--- config.mk ---
export PLATFORM = sky130hd
export DESIGN_NAME = crc32_serial_step
export DESIGN_NICKNAME = d
export VERILOG_FILES = /design/src/rtl/crc_frame_pkg.sv /design/src/rtl/crc32_serial_step.sv
export SDC_FILE = /design/constraint.sdc
export NUM_CORES = 1
export LEC_CHECK = 0
export BUFFER_PORTS_ARGS = -buffer_cell sky130_fd_sc_hd__buf_2
export CORE_MARGIN = 4
export CORE_UTILIZATION = 30
export DETAILED_ROUTE_END_ITERATION = 16
export PLACE_DENSITY = 0.84
export SLEW_MARGIN = 10
export SYNTH_ARGS = -nofsm -noshare
export SYNTH_HDL_FRONTEND = slang
export SYNTH_SLANG_ARGS = --single-unit
export TNS_END_PERCENT = 10
--- constraint.sdc ---
create_clock -name vclk -period 1.4
set_input_delay 0.14 -clock vclk [all_inputs]
set_output_delay 0.14 -clock vclk [all_outputs]
set_load 0.03 [all_outputs]
--- src/rtl/crc_frame_pkg.sv ---
// rtl/crc_frame_pkg.sv - shared constants and types for the CRC-32 frame checker
package crc_frame_pkg;

    localparam logic [31:0] CRC_POLY = 32'h04C1_1DB7;
    localparam logic [31:0] CRC_INIT = 32'hFFFF_FFFF;

    typedef enum logic [1:0] {
        SYNC = 2'd0,
        IDLE = 2'd1,
        RUN  = 2'd2
    } fsm_state_e;

    // Bit positions inside the err vector {align, too_long, runt, bad_crc}
    localparam int ERR_BAD_CRC  = 0;
    localparam int ERR_RUNT     = 1;
    localparam int ERR_TOO_LONG = 2;
    localparam int ERR_ALIGN    = 3;

endpackage

--- src/rtl/crc32_serial_step.sv ---
// rtl/crc32_serial_step.sv - combinational CRC-32 advance over DATA_W bits, MSB first
module crc32_serial_step
    import crc_frame_pkg::*;
#(
    parameter int DATA_W = 2
) (
    input  logic [31:0]       crc_in,
    input  logic [DATA_W-1:0] data,
    output logic [31:0]       crc_out
);

    // One unrolled shift-register step per data bit; bit DATA_W-1 enters first
    for (genvar i = 0; i < DATA_W; i++) begin : g_step
        logic [31:0] prev;
        logic        fb;
        logic [31:0] nxt;

        if (i == 0) begin : g_first
            assign prev = crc_in;
        end else begin : g_chain
            assign prev = g_step[i-1].nxt;
        end

        assign fb  = prev[31] ^ data[DATA_W-1-i];
        assign nxt = {prev[30:0], 1'b0} ^ ({32{fb}} & CRC_POLY);
    end

    assign crc_out = g_step[DATA_W-1].nxt;

endmodule

==> results.sh <==
export IMPL_outcome="complete, no violations"
export IMPL_critPathMaxFanout=4
export IMPL_drtIter0Drc=0
export IMPL_worstPathArrival_ps=1160
export IMPL_fin_cells=86
export IMPL_seq_cells=0
export IMPL_busiest_layer="met2"
export IMPL_synth_nets=71
export IMPL_tightest_slew_ps=150
export IMPL_clock_fmax_mhz=770
export IMPL_fillers=144
export IMPL_die_area_um2=2070
export IMPL_start_util=0.320
export IMPL_place_congestion=0.589
export IMPL_slew_violations=0
export IMPL_core_um2=1320
export IMPL_chipWidth_um=45.5
export IMPL_ys_warn_count=0
export IMPL_use_met1=0.0546
export IMPL_postCtsResizedCells=0
export IMPL_hold_start="crc_in[17]"
export IMPL_post_route_cell_area_um2=591
export IMPL_fin_crit_sh=0.927
export IMPL_netlist_area_um2=422
export IMPL_ios=66
export IMPL_io_buffer_count=44
export IMPL_drt_pass1_iter_count=1
export IMPL_grt_pass1_vias=265
export IMPL_placed_cells=86
export IMPL_ys_seq_area_frac=0
export IMPL_drc_errors=0
export IMPL_syn_avg_cell_area_um2=11.4
export IMPL_grt_pass1_wl_um=1010
export IMPL_crit_type="primary input to output port"
export IMPL_ys_top_cells_by_area="xnor2_1 (29%), xor3_4 (26%), buf_4 (23%)"
export IMPL_grt_util_met2=0.136
export IMPL_die_h_um=45.5
export IMPL_seqCellArea_um2=0
export IMPL_ant_nets=0
export IMPL_grt_setup_unrepaired="false"
export IMPL_cts_setup_buffers=0
export IMPL_vdd_ir_drop_max_mv=0.472
export IMPL_area_growth_synth_to_final_pct=40.1
export IMPL_num_vias=339
export IMPL_layout_min_cycle_time_ps=1300
export IMPL_routedWlPerCell_um=9.85
export IMPL_grt_max_degree=11
export IMPL_antenna_found_initial=0
export IMPL_required_ps=1260
export IMPL_power_density_nw_per_um2=1000
export IMPL_hold_class="primary input to output port"
export IMPL_rows=13
export IMPL_synth_top_area_frac=0.291
export IMPL_crit_path_start_kind="primary input"
export IMPL_cellLeakagePower_nw=0.340
export IMPL_setup_viol_count_final=0
export IMPL_synth_common_cells="xnor2_1 (14), buf_4 (13), xor3_4 (4)"
export IMPL_grt_ovfl_total=0
export IMPL_layout_drive_gt1_share=0.746
export IMPL_slew_headroom=0.900
export IMPL_yosysUniqueCellTypes=8
export IMPL_hold_buffers=0
export IMPL_gr_usage_met3=0.0119
export IMPL_synthCells=37
export IMPL_grt_usage=0.0613
export IMPL_clock_buffers=0
export IMPL_min_delay_path_depth=0
export IMPL_worst_setup_path_end_kind="output port"
export IMPL_max_cap_violations=0
export IMPL_synthMostInstantiatedCell="xnor2_1"
export IMPL_nets=107
export IMPL_vias_per_cell=3.94
export IMPL_finalHoldViolCount=0
export IMPL_num_antenna_cells=0
export IMPL_totalWireLength_um=847
export IMPL_worstHoldEndpoint="crc_out[19]"
export IMPL_yosysTopAreaCell="xnor2_1"
export IMPL_postPlaceCellArea_um2=591
export IMPL_fin_tns_setup_ps=0
export IMPL_holdWs_ps=280
[cells by family after synthesis]
group,Yosys count,synth area share
xor gates and xnor gates,22,0.724
buffers and inverters,15,0.276
[power breakdown]
| part | internal, W | total (W) | switching [W] |
|---|---|---|---|
| clock | 0 | 0 | 0 |
| sequential | 0 | 0 | 0 |
| combinational | 0.000247 | 0.000591 | 0.000345 |
| total | 0.000247 | 0.000591 | 0.000345 |
[layout make-up]
class | count | area, um^2 | share of cell area
Tap cell | 15 | 18.8 | 0.0318
Multi-Input combinational cell | 22 | 305 | 0.517
Inverter | 1 | 3.75 | 0.00636
Timing Repair Buffer | 48 | 263 | 0.445
[placed cells by master (no fill, tap or decap)]
cell type,synthesis,routed
buf_2,0,44
xnor2_1,14,14
xor3_4,4,4
buf_4,13,3
xor3_1,2,2
xnor2_2,1,1
inv_1,1,1
xor2_1,1,1
buf_12,0,1
[layer usage]
layer | vias to the layer above | part of all wire
met3 | 0 | 0.17
li1 | 172 | -
met4 | 0 | 0
met2 | 23 | 0.52
met1 | 144 | 0.30
met5 | - | 0
[critical path, stage by stage]
cell	delay, ps
buf_2	110
xnor2_2	130
buf_4	160
xor3_4	420
buf_2	200
[stage by stage]
stage / setup WS (ps) / utilization / power, W
final: 102 / 0.448 / 0.000591
after global routing: 48.5 / 0.448 / 0.000622
after CTS: 94.2 / 0.448 / 0.000598
after detailed placement: 97.9 / 0.448 / 0.000597
after global placement: 103 / 0.448 / 0.000591
after floorplan: 4.69 / - / 0.000498
[how the worst max path moves through the flow]
stage	slack [ps]	start	endpoint	cells after the start
after detailed placement	100	data[1]	crc_out[2]	5
after CTS	90	data[1]	crc_out[2]	5
after floorplan	5	data[0]	crc_out[1]	3
after global routing	50	data[1]	crc_out[12]	5
after global placement	100	data[1]	crc_out[5]	5
final	100	data[1]	crc_out[11]	5
Note: power is estimated with default switching activity, not from simulation.
